### src/rtl/key_sw_debounce.sv
// Synchronises and debounces an active-low push-button and two slide switches;
// yields a stable speed code, a press-toggled direction level and a press pulse.
module key_sw_debounce #(
  parameter int unsigned DEBOUNCE_CNT = 32'd1_000_000
) (
  input  logic       clk,
  input  logic       rst,
  input  logic       key_in,
  input  logic [1:0] sw_in,
  output logic [1:0] sw_out,
  output logic       dir,
  output logic       key_pulse
);

  localparam logic [31:0] LP_LAST = 32'(DEBOUNCE_CNT - 32'd1);

  typedef enum logic [1:0] {
    IDLE,
    PRESS_WAIT,
    PRESSED,
    RELEASE_WAIT
  } key_state_t;

  logic        r_key_meta;
  logic        r_key_s;
  logic [1:0]  r_sw_meta;
  logic [1:0]  r_sw_s;

  key_state_t  r_state;
  key_state_t  w_state_nxt;
  logic [31:0] r_kcnt;
  logic [31:0] w_kcnt_nxt;
  logic        w_accept;

  logic [1:0]  r_sw_cand;
  logic [31:0] r_scnt;

  // NOTE: sequential state uses non-blocking assignments so every flop samples
  // pre-edge values; the async reset is in the sensitivity list so outputs
  // clear immediately, not at the next clock.
  always_ff @(posedge clk or posedge rst) begin
    if (rst) begin
      r_key_meta <= 1'b1;
      r_key_s    <= 1'b1;
      r_sw_meta  <= 2'b00;
      r_sw_s     <= 2'b00;
    end else begin
      r_key_meta <= key_in;
      r_key_s    <= r_key_meta;
      r_sw_meta  <= sw_in;
      r_sw_s     <= r_sw_meta;
    end
  end

  // NOTE: every signal written here gets a default first so no latch is inferred.
  always_comb begin
    w_state_nxt = r_state;
    w_kcnt_nxt  = r_kcnt;
    w_accept    = 1'b0;
    case (r_state)
      IDLE: begin
        if (!r_key_s) begin
          w_state_nxt = PRESS_WAIT;
          w_kcnt_nxt  = '0;
        end
      end
      PRESS_WAIT: begin
        if (r_key_s) begin
          w_state_nxt = IDLE;
          w_kcnt_nxt  = '0;
        end else if (r_kcnt == LP_LAST) begin
          w_state_nxt = PRESSED;
          w_kcnt_nxt  = '0;
          w_accept    = 1'b1;
        end else begin
          w_kcnt_nxt  = r_kcnt + 32'd1;
        end
      end
      PRESSED: begin
        if (r_key_s) begin
          w_state_nxt = RELEASE_WAIT;
          w_kcnt_nxt  = '0;
        end
      end
      RELEASE_WAIT: begin
        if (!r_key_s) begin
          w_state_nxt = PRESSED;
          w_kcnt_nxt  = '0;
        end else if (r_kcnt == LP_LAST) begin
          w_state_nxt = IDLE;
          w_kcnt_nxt  = '0;
        end else begin
          w_kcnt_nxt  = r_kcnt + 32'd1;
        end
      end
      default: begin
        w_state_nxt = IDLE;
        w_kcnt_nxt  = '0;
      end
    endcase
  end

  always_ff @(posedge clk or posedge rst) begin
    if (rst) begin
      r_state   <= IDLE;
      r_kcnt    <= '0;
      key_pulse <= 1'b0;
      dir       <= 1'b1;
    end else begin
      r_state   <= w_state_nxt;
      r_kcnt    <= w_kcnt_nxt;
      key_pulse <= w_accept;
      if (w_accept) dir <= ~dir;
    end
  end

  // The candidate holds both bits, so a partial switch change restarts the count
  // and sw_out only ever moves straight to a fully settled code.
  always_ff @(posedge clk or posedge rst) begin
    if (rst) begin
      r_sw_cand <= 2'b00;
      r_scnt    <= '0;
      sw_out    <= 2'b00;
    end else if (r_sw_s != r_sw_cand) begin
      r_sw_cand <= r_sw_s;
      r_scnt    <= '0;
    end else if (r_sw_cand != sw_out) begin
      if (r_scnt == LP_LAST) sw_out <= r_sw_cand;
      else                   r_scnt <= r_scnt + 32'd1;
    end else begin
      r_scnt <= '0;
    end
  end

endmodule
### config.mk
export PLATFORM = sky130hd
export DESIGN_NAME = key_sw_debounce
export DESIGN_NICKNAME = d
export VERILOG_FILES = /design/src/rtl/key_sw_debounce.sv
export SDC_FILE = /design/constraint.sdc
export NUM_CORES = 1
export LEC_CHECK = 0
export BUFFER_PORTS_ARGS = -buffer_cell sky130_fd_sc_hd__buf_2
export CORE_ASPECT_RATIO = 0.5
export CORE_MARGIN = 2
export CORE_UTILIZATION = 62
export CTS_BUF_LIST = sky130_fd_sc_hd__clkbuf_8 sky130_fd_sc_hd__clkbuf_16
export CTS_CLUSTER_DIAMETER = 40
export CTS_CLUSTER_SIZE = 16
export DETAILED_ROUTE_END_ITERATION = 8
export PLACE_DENSITY = 0.79
export SLEW_MARGIN = 20
export SYNTH_ARGS = -nofsm -noshare
export SYNTH_HDL_FRONTEND = slang
export SYNTH_SLANG_ARGS = --single-unit
### constraint.sdc
create_clock -name clk -period 3.03 [get_ports clk]
set_input_delay 0.1515 -clock clk [delete_from_list [all_inputs] [get_ports clk]]
set_output_delay 0.1515 -clock clk [all_outputs]
set_load 0.05 [all_outputs]
==> run_results.csv <==
group,metric,value,unit
setup_path,r2r_cells,7,
placed_design,io_buffers,8,
yosys,synthMuxAreaShare,0.0152,
setup_path,critPathArrivalTime,2610,ps
finish,area_growth,10.8,%
yosys,synth_seq_cells,78,
global_route,antenna_found_initial,0,
setup_path,start_kind,"flip-flop",
setup_path,r2r-start,"r_kcnt[0]",
global_route,grt_pass1_wl,15300,microns
detailed_routing,dr.pass1.iters,5,
detailed_routing,post_drt_wl_per_cell,16.8,microns
placed_design,gp_congestion,0.897,
cts,cts_buffer_depth,2,
finish,diodes,0,
finish,n_fill_cell,466,
pwr,leakagePower,1.90,nW
setup_path,startpoint,"r_kcnt[0]",
yosys,yosysMostFrequentCell,"dfrtp_1",
yosys,yosysUniqueCellTypes,56,
cts,clk_latency,340,ps
die,fp.dieW,119,microns
timing,slew_violations,0,
cts,cts_made_buffers,9,
pwr,total_power,0.00275,W
yosys,ys_async_sr_fraction,1.00,
detailed_routing,drtAntennaViolNets,0,
yosys,synthSimpleGateAreaFrac,0.289,
timing,fin_tns_setup,0,ps
timing,min_period,2390,ps
setup_path,path_buf_inv,1,
setup_path,r2r-end,"r_kcnt[26]",
yosys,ys.flop_type,"dfrtp_1",
yosys,synth_top_family_by_area,"simple AND/OR/NAND/NOR gates",
timing,fmax,418,MHz
setup_path,cp_cell_sequence,"ha_1, nand4_1, nor4_4, a21oi_1, buf_4, nand3_1, o311ai_0",
timing,rsz0062_at_grt,"false",
min_path,hold_path.class,"flip-flop to flip-flop",
die,coreArea,6260,sq um
setup_path,endpoint,"r_kcnt[26]",
cts,clk_pin_slew,60,ps
yosys,syn_inst,430,
yosys,synthXorXnorAreaFrac,0.0659,
yosys,ys_seq_area_frac,0.474,
finish,fin_nets,448,
timing,hold_viol,0,
cts,cts-hold-fix-buffers,4,
setup_path,crit_required,3250,ps
yosys,yosysTopAreaCell,"dfrtp_1",
cts,htree_levels,3,
timing,slew_headroom,0.456,
yosys,synth_edf_count,0,
cts,cts.sinks,78,
detailed_routing,drc,0,
global_route,grt_usage,0.268,
yosys,synth_top_area_frac,0.455,
yosys,synthAdderAreaFrac,0.00607,
detailed_routing,viasPerCell,6.40,
setup_path,cp-end-kind,"flip-flop",
die,num_io_pins,9,
placed_design,place_hpwl,6000,microns
setup_path,cp_max_fo,16,
cts,cts_resized,0,
status,status,"finished, final reports clean",
detailed_routing,routed_wl,8950,microns
run,maxCapViolCount,0,
finish,final_cells,534,
detailed_routing,vias,3418,
pwr,peakVddDrop,0.000716,V
setup_path,r2r_setup_slack,640,ps
timing,finalSetupViolations,0,
die,die_area,7360,sq um
global_route,grt_pass1_vias,3284,
cts,cts_tree,"done",
die,rows,20,
yosys,yosysWarnings,0,
timing,layout_setup_ws,639,ps
pwr,powerDensity,601,nW/um^2
yosys,synth_nets,437,
setup_path,slowest_stage,"a21oi_1",
setup_path,path_delay_family,"compound AO/OA/AOI/OAI gates",
die,fp.dieH,61.7,microns
cts,cts_root_buf,"clkbuf_16",
global_route,grt-ovfl-total,0,
cts,post-cts-setup-buffers,0,
setup_path,critical_path_class,"flip-flop to flip-flop",
timing,tightest_slew,815,ps
yosys,synthTopCellsByCount,"dfrtp_1, nor2_1, nand3_1",
die,start_util,0.659,
yosys,syn_avg_cell_area,9.58,sq um
timing,skew,3.25,ps
timing,post-route-period-util,0.789,
yosys,synth_compound_area_frac,0.110,
global_route,grt_max_degree,40,
yosys,syn_area,4120,sq um
setup_path,worstSetupPathDepth,7,
placed_design,dp_cells,514,
detailed_routing,first_iter_violations,320,
yosys,synthTopCellsByArea,"dfrtp_1, nand3_1, xor2_1, nor2_1, nand4_1",
placed_design,pre_cts_ws,663,ps
finish,drive_above_1_share,0.128,
setup_path,max_stage_delay,670,ps
cell families (layout without fill, tap and decap cells):
group	Yosys count	in the layout
AND/OR/NAND/NOR	210	210
flip-flops	78	78
AO/OA/AOI/OAI	72	72
XOR/XNOR	31	31
buffers and inverters	31	47
multiplexers	6	6
adder cells (fa/ha/maj)	2	2
report_power, final:
part           leakage, nW  total [W]  internal (W)  switching, W
Clock                0.156    0.00115      0.000723      0.000424
Combinational        0.687   0.000490      0.000149      0.000341
Sequential            1.06    0.00111       0.00107     0.0000342
Total                 1.90    0.00275       0.00195      0.000800
placed cells by master, fill, tap and decap left out, drive strengths merged, types with 3 or more instances in the layout:
cell type | netlist | routed
a21o | 12 | 12
a21oi | 17 | 17
and2 | 4 | 4
and3 | 4 | 4
and4 | 10 | 10
buf | 6 | 14
clkbuf | 12 | 9
clkinv | 0 | 4
dfrtp | 75 | 75
dfstp | 3 | 3
dlygate4sd3 | 0 | 4
inv | 13 | 13
mux2i | 4 | 4
nand2 | 34 | 34
nand3 | 37 | 37
nand4 | 23 | 23
nor2 | 39 | 39
nor3 | 15 | 15
nor4 | 16 | 16
nor4b | 4 | 4
o211ai | 6 | 6
o21ai | 22 | 22
or2 | 3 | 3
or3 | 8 | 8
or4 | 8 | 8
xnor2 | 11 | 11
xor2 | 20 | 20
flip-flops by register name (all words and copies together), names as in the netlist, named ones only:
name / count
r_kcnt: 32
key_pulse: 1
r_sw_cand: 2
r_sw_meta: 2
sw_out: 2
r_key_s: 1
r_sw_s: 2
r_key_meta: 1
r_scnt: 32
dir: 1
r_state: 1
routing by layer:
metal	GRT usage	vias up	share of wire
met4	0.0706	0	0.0056
met3	0.0769	12	0.059
met2	0.475	119	0.49
met5	0	-	0
met1	0.338	1685	0.44
li1	-	1602	-
layout make-up:
class	instances	area, sq um	share of cell area
Sequential cell	78	1960	0.428
Clock buffer	9	225	0.0493
Clock inverter	7	98.8	0.0216
Multi-Input combinational cell	321	2000	0.439
Timing Repair Buffer	18	125	0.0274
Tap cell	88	110	0.0241
Inverter	13	48.8	0.0107
metrics by stage:
stage	instance area (sq um)	util	hold slack, ps
floorplan	4120	-	156
global placement	4200	0.672	258
detailed placement	4200	0.672	259
CTS	4570	0.730	353
global route	4570	0.730	358
finish	4570	0.730	353
worst min path at each step:
| stage | cells past startpoint | endpoint | slack, ps | start |
|---|---|---|---|---|
| after floorplan | 0 | r_key_meta | 160 | key_in |
| after global placement | 1 | r_key_meta | 260 | key_in |
| after detailed placement | 1 | r_key_meta | 260 | key_in |
| after CTS | 0 | r_sw_s[1] | 350 | r_sw_meta[1] |
| after global routing | 0 | r_sw_s[0] | 360 | r_sw_meta[0] |
| final | 0 | r_sw_s[1] | 350 | r_sw_meta[1] |
(Power assumes the default switching activity.)
